==> src/rtl/motor_pkg.sv <==
// Shared types for the motor ramp controller: dir encodings, FSM states and the
// saturating step helper.
package motor_pkg;

    localparam int unsigned SPEED_MAX = 1023;
    localparam int unsigned SPEED_W   = $clog2(SPEED_MAX + 1);

    typedef enum logic [1:0] {
        BACKWARD = 2'b00,
        LEFT     = 2'b01,
        RIGHT    = 2'b10,
        FORWARD  = 2'b11
    } dir_e;

    typedef enum logic [1:0] {
        StHold,
        StRamp,
        StBrake,
        StDead
    } state_e;

    // One ramp step toward tgt, done one bit wider so it can never wrap or overshoot.
    function automatic logic [SPEED_W-1:0] step_toward(input logic [SPEED_W-1:0] cur,
                                                       input logic [SPEED_W-1:0] tgt,
                                                       input logic [SPEED_W:0]   step);
        logic [SPEED_W:0] c;
        logic [SPEED_W:0] t;
        logic [SPEED_W:0] diff;
        logic [SPEED_W:0] nxt;
        c    = {1'b0, cur};
        t    = {1'b0, tgt};
        diff = (t >= c) ? (t - c) : (c - t);
        if (diff <= step) begin
            nxt = t;
        end else if (t > c) begin
            nxt = c + step;
        end else begin
            nxt = c - step;
        end
        return nxt[SPEED_W-1:0];
    endfunction

endpackage

==> src/rtl/motor_ramp_ctrl_if.sv <==
// Command handshake between a motion master and the ramp controller.
interface motor_ramp_ctrl_if;
    import motor_pkg::*;

    logic               cmd_valid;
    logic               cmd_ready;
    dir_e               cmd_dir;
    logic [SPEED_W-1:0] cmd_speed;

    modport master (output cmd_valid, output cmd_dir, output cmd_speed, input cmd_ready);
    modport slave  (input cmd_valid, input cmd_dir, input cmd_speed, output cmd_ready);

endinterface

==> src/rtl/motor_ramp_ctrl_ramp_tick.sv <==
// Ramp prescaler: tick is high while the count sits at RAMP_DIV-1; clr restarts the period.
module motor_ramp_ctrl_ramp_tick #(
    parameter int unsigned RAMP_DIV = 100_000
) (
    input  logic clk,
    input  logic rst,
    input  logic clr,
    output logic tick
);

    localparam int unsigned CntW = (RAMP_DIV > 1) ? $clog2(RAMP_DIV) : 1;

    logic [CntW-1:0] cnt_q;
    logic [CntW-1:0] cnt_d;

    always_comb begin
        tick  = (cnt_q == CntW'(RAMP_DIV - 1));
        cnt_d = cnt_q + CntW'(1);
        if (clr || tick) begin
            cnt_d = '0;
        end
    end

    always_ff @(posedge clk) begin
        if (rst) begin
            cnt_q <= '0;
        end else begin
            cnt_q <= cnt_d;
        end
    end

endmodule

==> src/rtl/motor_ramp_ctrl.sv <==
// Motion sequencer in front of the Motor block: ramps speed, brakes and waits a dead time
// before any direction reversal. Optional emergency stop: MOTOR_RAMP_CTRL_ESTOP_EN.
module motor_ramp_ctrl
    import motor_pkg::*;
#(
    parameter int unsigned RAMP_DIV = 100_000,
    parameter int unsigned STEP     = 32,
    parameter int unsigned DEAD_CYC = 5_000_000
) (
    input  logic               c100MHz,
    input  logic               rst,
`ifdef MOTOR_RAMP_CTRL_ESTOP_EN
    input  logic               estop,
`endif
    motor_ramp_ctrl_if.slave   cmd,
    output dir_e               dir,
    output logic [SPEED_W-1:0] speed,
    output logic               at_speed,
    output logic               busy
);

    localparam int unsigned    DeadW = (DEAD_CYC > 1) ? $clog2(DEAD_CYC) : 1;
    localparam logic [SPEED_W:0] StepV = (SPEED_W + 1)'(STEP);

    state_e             state_q, state_d;
    dir_e               dir_q, dir_d;
    dir_e               pend_dir_q, pend_dir_d;
    logic [SPEED_W-1:0] speed_q, speed_d;
    logic [SPEED_W-1:0] target_q, target_d;
    logic [SPEED_W-1:0] pend_speed_q, pend_speed_d;
    logic [DeadW-1:0]   dead_cnt_q, dead_cnt_d;
    logic               tick;
    logic               clr;
    logic               accept;
    logic               dead_done;
`ifdef MOTOR_RAMP_CTRL_ESTOP_EN
    logic               estop_q, estop_d;
`endif

    motor_ramp_ctrl_ramp_tick #(
        .RAMP_DIV (RAMP_DIV)
    ) u_ramp_tick (
        .clk  (c100MHz),
        .rst  (rst),
        .clr  (clr),
        .tick (tick)
    );

`ifdef MOTOR_RAMP_CTRL_ESTOP_EN
    assign cmd.cmd_ready = ((state_q == StHold) || (state_q == StRamp)) && !estop_q;
`else
    assign cmd.cmd_ready = (state_q == StHold) || (state_q == StRamp);
`endif
    assign accept    = cmd.cmd_valid && cmd.cmd_ready;
    assign dead_done = (dead_cnt_q == DeadW'(DEAD_CYC - 1));

    always_comb begin
        state_d      = state_q;
        dir_d        = dir_q;
        speed_d      = speed_q;
        target_d     = target_q;
        pend_dir_d   = pend_dir_q;
        pend_speed_d = pend_speed_q;
        dead_cnt_d   = dead_cnt_q;
        clr          = 1'b0;
`ifdef MOTOR_RAMP_CTRL_ESTOP_EN
        estop_d      = estop_q;
`endif
        unique case (state_q)
            StHold, StRamp: begin
                if (accept) begin
                    clr = 1'b1;
                    if (cmd.cmd_dir == dir_q) begin
                        target_d = cmd.cmd_speed;
                        state_d  = StRamp;
                    end else if (speed_q == '0) begin
                        dir_d    = cmd.cmd_dir;
                        target_d = cmd.cmd_speed;
                        state_d  = StRamp;
                    end else begin
                        // Reversal at speed: park the command and brake first.
                        pend_dir_d   = cmd.cmd_dir;
                        pend_speed_d = cmd.cmd_speed;
                        target_d     = '0;
                        state_d      = StBrake;
                    end
                end else if (state_q == StRamp) begin
                    if (speed_q == target_q) begin
                        state_d = StHold;
                    end else if (tick) begin
                        speed_d = step_toward(speed_q, target_q, StepV);
                        if (speed_d == target_q) begin
                            state_d = StHold;
                        end
                    end
                end
            end
            StBrake: begin
                if (speed_q == '0) begin
                    state_d    = StDead;
                    dead_cnt_d = '0;
                end else if (tick) begin
                    speed_d = step_toward(speed_q, '0, StepV);
                    if (speed_d == '0) begin
                        state_d    = StDead;
                        dead_cnt_d = '0;
                    end
                end
            end
            StDead: begin
                if (dead_done) begin
`ifdef MOTOR_RAMP_CTRL_ESTOP_EN
                    if (estop_q) begin
                        state_d = StHold;
                        estop_d = 1'b0;
                    end else
`endif
                    begin
                        dir_d    = pend_dir_q;
                        target_d = pend_speed_q;
                        state_d  = StRamp;
                        clr      = 1'b1;
                    end
                end else begin
                    dead_cnt_d = dead_cnt_q + DeadW'(1);
                end
            end
            default: state_d = StHold;
        endcase
`ifdef MOTOR_RAMP_CTRL_ESTOP_EN
        // Emergency stop overrides any accept or tick decided above.
        if (estop) begin
            dir_d        = dir_q;
            speed_d      = '0;
            target_d     = '0;
            pend_dir_d   = FORWARD;
            pend_speed_d = '0;
            dead_cnt_d   = '0;
            state_d      = StDead;
            estop_d      = 1'b1;
        end
`endif
    end

    always_ff @(posedge c100MHz) begin
        if (rst) begin
            state_q      <= StHold;
            dir_q        <= FORWARD;
            speed_q      <= '0;
            target_q     <= '0;
            pend_dir_q   <= FORWARD;
            pend_speed_q <= '0;
            dead_cnt_q   <= '0;
`ifdef MOTOR_RAMP_CTRL_ESTOP_EN
            estop_q      <= 1'b0;
`endif
        end else begin
            state_q      <= state_d;
            dir_q        <= dir_d;
            speed_q      <= speed_d;
            target_q     <= target_d;
            pend_dir_q   <= pend_dir_d;
            pend_speed_q <= pend_speed_d;
            dead_cnt_q   <= dead_cnt_d;
`ifdef MOTOR_RAMP_CTRL_ESTOP_EN
            estop_q      <= estop_d;
`endif
        end
    end

    assign dir      = dir_q;
    assign speed    = speed_q;
    assign at_speed = (state_q == StHold);
    assign busy     = (state_q != StHold);

    a_dir_change_at_zero: assert property (@(posedge c100MHz) disable iff (rst)
        (dir_d != dir_q) |-> (speed_q == '0));

endmodule

==> src/flat_wrapper.sv <==
// flat-port wrapper written by rule: the top's interface ports become plain ports
module motor_ramp_ctrl_flat import motor_pkg::*;
#(
    parameter int unsigned RAMP_DIV = 100_000,
    parameter int unsigned STEP     = 32,
    parameter int unsigned DEAD_CYC = 5_000_000
)
  (c100MHz, rst, dir, speed, at_speed, busy, cmd_cmd_valid, cmd_cmd_dir, cmd_cmd_speed, cmd_cmd_ready);
  motor_ramp_ctrl_if cmd_i ();
  input  logic c100MHz;
  input  logic rst;
  output dir_e dir;
  output logic [SPEED_W-1:0] speed;
  output logic at_speed;
  output logic busy;
  input wire logic [$bits(cmd_i.cmd_valid)-1:0] cmd_cmd_valid;
  input wire logic [$bits(cmd_i.cmd_dir)-1:0] cmd_cmd_dir;
  input wire logic [$bits(cmd_i.cmd_speed)-1:0] cmd_cmd_speed;
  output wire logic [$bits(cmd_i.cmd_ready)-1:0] cmd_cmd_ready;
  assign cmd_i.cmd_valid = cmd_cmd_valid;
  assign cmd_i.cmd_dir = cmd_cmd_dir;
  assign cmd_i.cmd_speed = cmd_cmd_speed;
  assign cmd_cmd_ready = cmd_i.cmd_ready;
  motor_ramp_ctrl #(.RAMP_DIV(RAMP_DIV), .STEP(STEP), .DEAD_CYC(DEAD_CYC)) u_core (.c100MHz(c100MHz), .rst(rst), .cmd(cmd_i), .dir(dir), .speed(speed), .at_speed(at_speed), .busy(busy));
endmodule
==> config.mk <==
export PLATFORM = sky130hd
export DESIGN_NAME = motor_ramp_ctrl_flat
export DESIGN_NICKNAME = d
export VERILOG_FILES = /design/src/rtl/motor_pkg.sv /design/src/rtl/motor_ramp_ctrl_if.sv /design/src/rtl/motor_ramp_ctrl_ramp_tick.sv /design/src/rtl/motor_ramp_ctrl.sv /design/src/flat_wrapper.sv
export SDC_FILE = /design/constraint.sdc
export NUM_CORES = 1
export LEC_CHECK = 0
export CAP_MARGIN = 10
export CORE_AREA = 2 2 136 138
export CTS_CLUSTER_DIAMETER = 30
export DETAILED_ROUTE_END_ITERATION = 10
export DIE_AREA = 0 0 138 140
export HOLD_SLACK_MARGIN = 0.12
export SYNTH_ARGS = -nofsm -noshare
export SYNTH_HDL_FRONTEND = slang
export SYNTH_HIERARCHICAL = 1
export SYNTH_SLANG_ARGS = --single-unit
export TNS_END_PERCENT = 10
==> constraint.sdc <==
create_clock -name c100MHz -period 6 [get_ports c100MHz]
set_clock_uncertainty 0.1 [all_clocks]
set_input_delay 1.8 -clock c100MHz [delete_from_list [all_inputs] [get_ports c100MHz]]
set_output_delay 1.8 -clock c100MHz [all_outputs]
set_load 0.05 [all_outputs]
# --- After elaboration in Yosys (flattened, before gate mapping) ---
# Index checks and enable logic that the tools add are counted.
# W data, S select, Z words.
word_totals:
  reg_bits: 76
  inputBits: 15
  output_inout_bits: 15
  word_cells: 114
classes:
  add_sub_neg: 7
  order_cmp: 5
  eq_ne: 24
  mux: 50
  bitwise_logic: 2
  n_reduce_logical: 18
op_table:
  columns: ["cell", "count"]
  rows:
  - ["$mux W10", 21]
  - ["$mux W23", 4]
  - ["$pmux W23 S2", 1]
  - ["$pmux W10 S2", 2]
  - ["$mux W2", 15]
  - ["$add A23 B1 Y23 const B", 1]
  - ["$eq A23 B23 Y1 const B", 1]
  - ["$le A11 B6 Y1 const B", 2]
  - ["$mux W11", 2]
  - ["$sub A10 B10 Y11", 2]
  - ["$eq A10 B10 Y1", 2]
  - ["$logic_not A10 Y1", 2]
  - ["$add A17 B1 Y17 const B", 1]
  - ["$eq A17 B17 Y1 const B", 1]
  - ["$ne A2 B1 Y1 const B", 6]
  - ["$sub A1 B10 Y11 const A", 1]
  - ["$add A10 B6 Y10 const B", 1]
  - ["$ge A1 B10 Y1 const A", 1]
  - ["$ge A10 B10 Y1", 1]
  - ["$gt A10 B10 Y1", 1]
  - ["$ne A2 B2 Y1 const B", 5]
  - ["$sub A10 B6 Y10 const B", 1]
  - ["$ne A3 B1 Y1 const B", 3]
  - ["$ne A4 B1 Y1 const B", 2]
  - ["18 further kinds", 27]

# --- Depth between registers and ports, before layout ---
logic_depth:
  ltp_word: 16
  mapped_depth: 14
  depth_no_buf: 12

# --- Hierarchy ---
# The synthesis kept the hierarchy.
by_module_without_submodules:
  columns: ["mod", "n_inst", "cells_per_inst", "area_each_um2", "seq_area_each_um2"]
  rows:
  - ["motor_ramp_ctrl", 1, 536, 4124.0, 1181.1]
  - ["motor_ramp_ctrl_ramp_tick", 1, 86, 790.8, 340.3]

# --- Worst setup path after synthesis ---
# Ideal clock, no wire load.
synth_timing:
  path_kind: "register -> register"
  startpoint: "register u_core.speed_q[5] (netlist: u_core/speed[5])"
  endpoint: "register u_core.speed_q[0] (netlist: u_core/speed[0])"
  setup_time_ps: 61
  arrival_ps: 3374
  required_ps: 5839
  path_slack_ps: 2465
  path_stages_with_launch: 12
  n_path_buf: 1
  period_less_slack_ps: 3535
  path_cell_list: "dfxtp_1 clkbuf_1 inv_1 ha_1 a21oi_1 a2bb2oi_1 nand4_1 a211oi_1 nand2_1 a2111o_1 a2111oi_2 a22o_1"
synth_via:
  elab_chain_len: 14
  word_cells_on_any_way: 33
  cone_classes: "3 x add/sub; 5 x order compare; 3 x eq/ne; 20 x mux; 2 x reduce/logical"
synth_lines:
  columns: ["element", "line_no", "rtl"]
  rows:
  - ["from (decl)", "motor_ramp_ctrl.sv:28", "logic [SPEED_W-1:0] speed_q, speed_d;"]
  - ["from (signal assigned)", "motor_ramp_ctrl.sv:160", "speed_q <= speed_d;"]
  - ["$sub A10 B10 Y11 / $ge A10 B10 Y1 (equally long branches)", "motor_pkg.sv:32", "diff = (t >= c) ? (t - c) : (c - t);"]
  - ["$mux W11", "motor_pkg.sv:32", null]
  - ["$le A11 B6 Y1", "motor_pkg.sv:33", "if (diff <= step) begin"]
  - ["$mux W10", "motor_pkg.sv:33", null]
  - ["$mux W10", "motor_ramp_ctrl.sv:90", "end else if (tick) begin"]
  - ["$mux W10", "motor_ramp_ctrl.sv:88", "if (speed_q == target_q) begin"]
  - ["$mux W10", "motor_ramp_ctrl.sv:87", "end else if (state_q == StRamp) begin"]
  - ["$mux W10", "motor_ramp_ctrl.sv:71", "if (accept) begin"]
  - ["$mux W10", "motor_ramp_ctrl.sv:69", "unique case (state_q)"]
  - ["$mux W10", "motor_ramp_ctrl.sv:90", null]
  - ["$mux W10", "motor_ramp_ctrl.sv:88", null]
  - ["$mux W10", "motor_ramp_ctrl.sv:87", null]
  - ["$mux W10", "motor_ramp_ctrl.sv:71", null]
  - ["$pmux W10 S2", "motor_ramp_ctrl.sv:69", null]
# Parallel ways exist; a longest one is shown, timed or not. The select of a mux whose other input is x is not followed.
# A chain may end at the register's enable or synchronous reset.

# --- Final worst setup path ---
layout_timing:
  startpoint: "register u_core.speed_q[5] (netlist: u_core/speed[5])"
  endpoint: "register u_core.speed_q[1] (netlist: u_core/speed[1])"
# The elaborated chain is that of the path after synthesis.

==> metrics <==
RSZ-0062 raised after global routing false; top post-synthesis cells by count 77 x nor2_1, 76 x dfxtp_1, 66 x nand2_1, 39 x nand3_1, 35 x a21oi_1; CTS Buf Count 9; number of buffers added for setup after CTS 0; synthesized area 0.00491 mm^2; Fin. Hold Viols 0; Synth Flop Type dfxtp_1; max-cap violations 0; DRC viols 0; CTS tree built; Hold Path Class reg -> reg; critical path's largest stage delay 670 ps; Post-Synthesis Cells 622; status complete, no violations; final worst-path cycle share 64.6%; gr usage total 12.0%; fmax 0.258 GHz; DRT antenna net count 0; Iteration-0 DRC Markers 268; yosys warns 6; Synth top area share 31.0%; kind of critical path reg -> reg; Max clock buf depth 2; largest area contributor in the netlist dfxtp_1; FP Rows 49; Max-slew headroom 48.8%; Chip Width 138 um; wirelength, routed 11.7 mm; Slew Viols, Final 0; Die H 140 um; syn avg cell area 7.90 um^2; Skew-Pair Late Insertion Delay 340 ps; Synth cell types 70; first-pass GRT wire length 19.4 mm; post-synthesis sequential area ratio 31.0%; final instance area 0.00566 mm^2; per-cell routed wire length 13.4 um; GR Overflow Total 0; CP Cell Sequence inv_1, ha_1, a21oi_1, a2bb2oi_1, nand4_1, a211oi_1, nand2_1, a2111o_1, a2111oi_2, a22o_1; die area 0.0193 mm^2; PostCTS Resize Cnt 0; crit path time final 3870 ps; Port-buffer cells 29; EDFF count, synth 0; NumNets Final 677; CP delay by family, top compound AO/OA/AOI/OAI gates; syn_nets 664; #FFs+latches synth 76; initial antenna violation count 0; H-tree Lvls 3; router iterations before antenna repair 5; P&R area growth vs syn 15.2%; final setup violation count 0; worst path arrival time 4060 ps; CP Launch Type register; hold_buf cts 0; n_diodes 0; Reg clk slew, reported paths 60 ps; initial core utilization 27.6%; share of layout cells above drive strength 1 4.54%; I/O Pins 30; Critical Path RT 6180 ps; gp weighted congestion 0.865; via count 4304; largest net degree at the start of global routing 22; Post-synth ARST share 0%; worst path bufs/invs 1; placed cell area 0.00536 mm^2; critical path peak fanout 14; total core area 0.0178 mm^2; Fill cells 1907; Post-DP HPWL 8.67 mm; TNS Setup 0 ps; Worst Setup End Kind register; worst-case vdd ir drop 0.000156 V; top-count cell post-synth nor2_1; via/cell ratio 4.96; vias in the first global route 3825; Lkg Pwr 2.05 nW; slowest CP cell dfxtp_1; main area contributors after synthesis dfxtp_1 31%, ha_1 6.4%, nor2_1 5.9%; worst-margin pin slew 766 ps; Root Buffer Master clkbuf_16; clk sinks 76; power per cell area 219 mW/mm^2
[cell type report]
cell class / count / area [um^2] / area share (%)
clock buffer: 10 / 239 / 4.22
sequential: 76 / 1520 / 26.9
clock inverter: 5 / 60.1 / 1.06
tap: 229 / 287 / 5.06
timing repair buffer: 32 / 313 / 5.53
multi-input combinational: 485 / 3120 / 55.2
inverter: 31 / 116 / 2.06
[path summary, 6_finish.rpt]
path / start / endpoint / slack, ps / depth (start not counted)
max: u_core/speed[5] / u_core/speed[1] / 2130 / 10
min: u_core/pend_speed_q[3] / u_core/pend_speed_q[3] / 360 / 2
max reg2reg: u_core/speed[5] / u_core/speed[1] / 2130 / 10
min reg2reg: u_core/pend_speed_q[3] / u_core/pend_speed_q[3] / 360 / 2
[state kept, by name, summed over array words and instances (netlist names)]
signal / flops
u_core/speed: 10
u_core/dir: 2
u_core/pend_dir_q: 2
u_core/target_q: 10
u_core/dead_cnt_q: 23
u_core/state_q: 2
u_core/pend_speed_q: 10
u_core/u_ramp_tick/cnt_q: 17
[per-stage QoR]
step                      setup WS (ps)  cells  total power [W]  hold slack, ps  utilization [%]
after floorplan                    2460    622         0.000666             337                -
after global placement             2030    853         0.000708             343             30.2
after detailed placement           2060    853         0.000708             348             30.2
after CTS                          2140    868          0.00126             356             31.8
after global routing               1940    868          0.00130             373             31.8
final                              2130    868          0.00124             357             31.8
[where the power goes]
group / internal [W] / leakage [nW] / switching [W]
clock network: 0.000333 / 0.145 / 0.000209
logic: 0.0000761 / 1.29 / 0.0000993
registers: 0.000512 / 0.616 / 0.0000116
[worst min-delay path: stages, from the launching register on]
cell and delay, ps:
dfxtp_1 310, nand2_1 50, a21oi_1 50
[kinds of logic (layout without fill, tap and decap cells)]
family | count (synthesis) | in the layout | share of synthesized area, %
xor gates and xnor gates | 63 | 63 | 11.2
AOI/OAI and AO/OA | 116 | 116 | 16.3
buffers and inverters | 61 | 78 | 5.47
DFF | 76 | 76 | 31.0
and+or+nand+nor | 276 | 276 | 28.2
muxes | 3 | 3 | 0.611
adders and majority gates | 27 | 27 | 7.18
[cell usage in the layout (no fill, tap or decap), types with 11 or more instances in the layout]
master,synthesis,layout
a311oi_1,12,12
o21ai_0,19,19
nand2_1,66,66
nand3_1,39,39
ha_1,25,25
a21oi_1,35,35
xnor2_1,33,33
clkdlybuf4s50_1,0,29
nor2_1,77,77
xor2_1,30,30
nand2b_1,11,11
inv_1,31,31
nand4_1,21,21
dfxtp_1,76,76
[layer usage]
metal | routed length [um] | vias up | part of all wire [%] | track usage (%)
met2 | 5030 | 86 | 43 | 17.9
met1 | 6030 | 1995 | 52 | 17.4
li1 | - | 2211 | - | -
met5 | 0 | - | 0 | 0
met3 | 449 | 12 | 3.9 | 1.98
met4 | 140 | 0 | 1.2 | 4.40
Note: power is estimated with default switching activity, not from simulation.
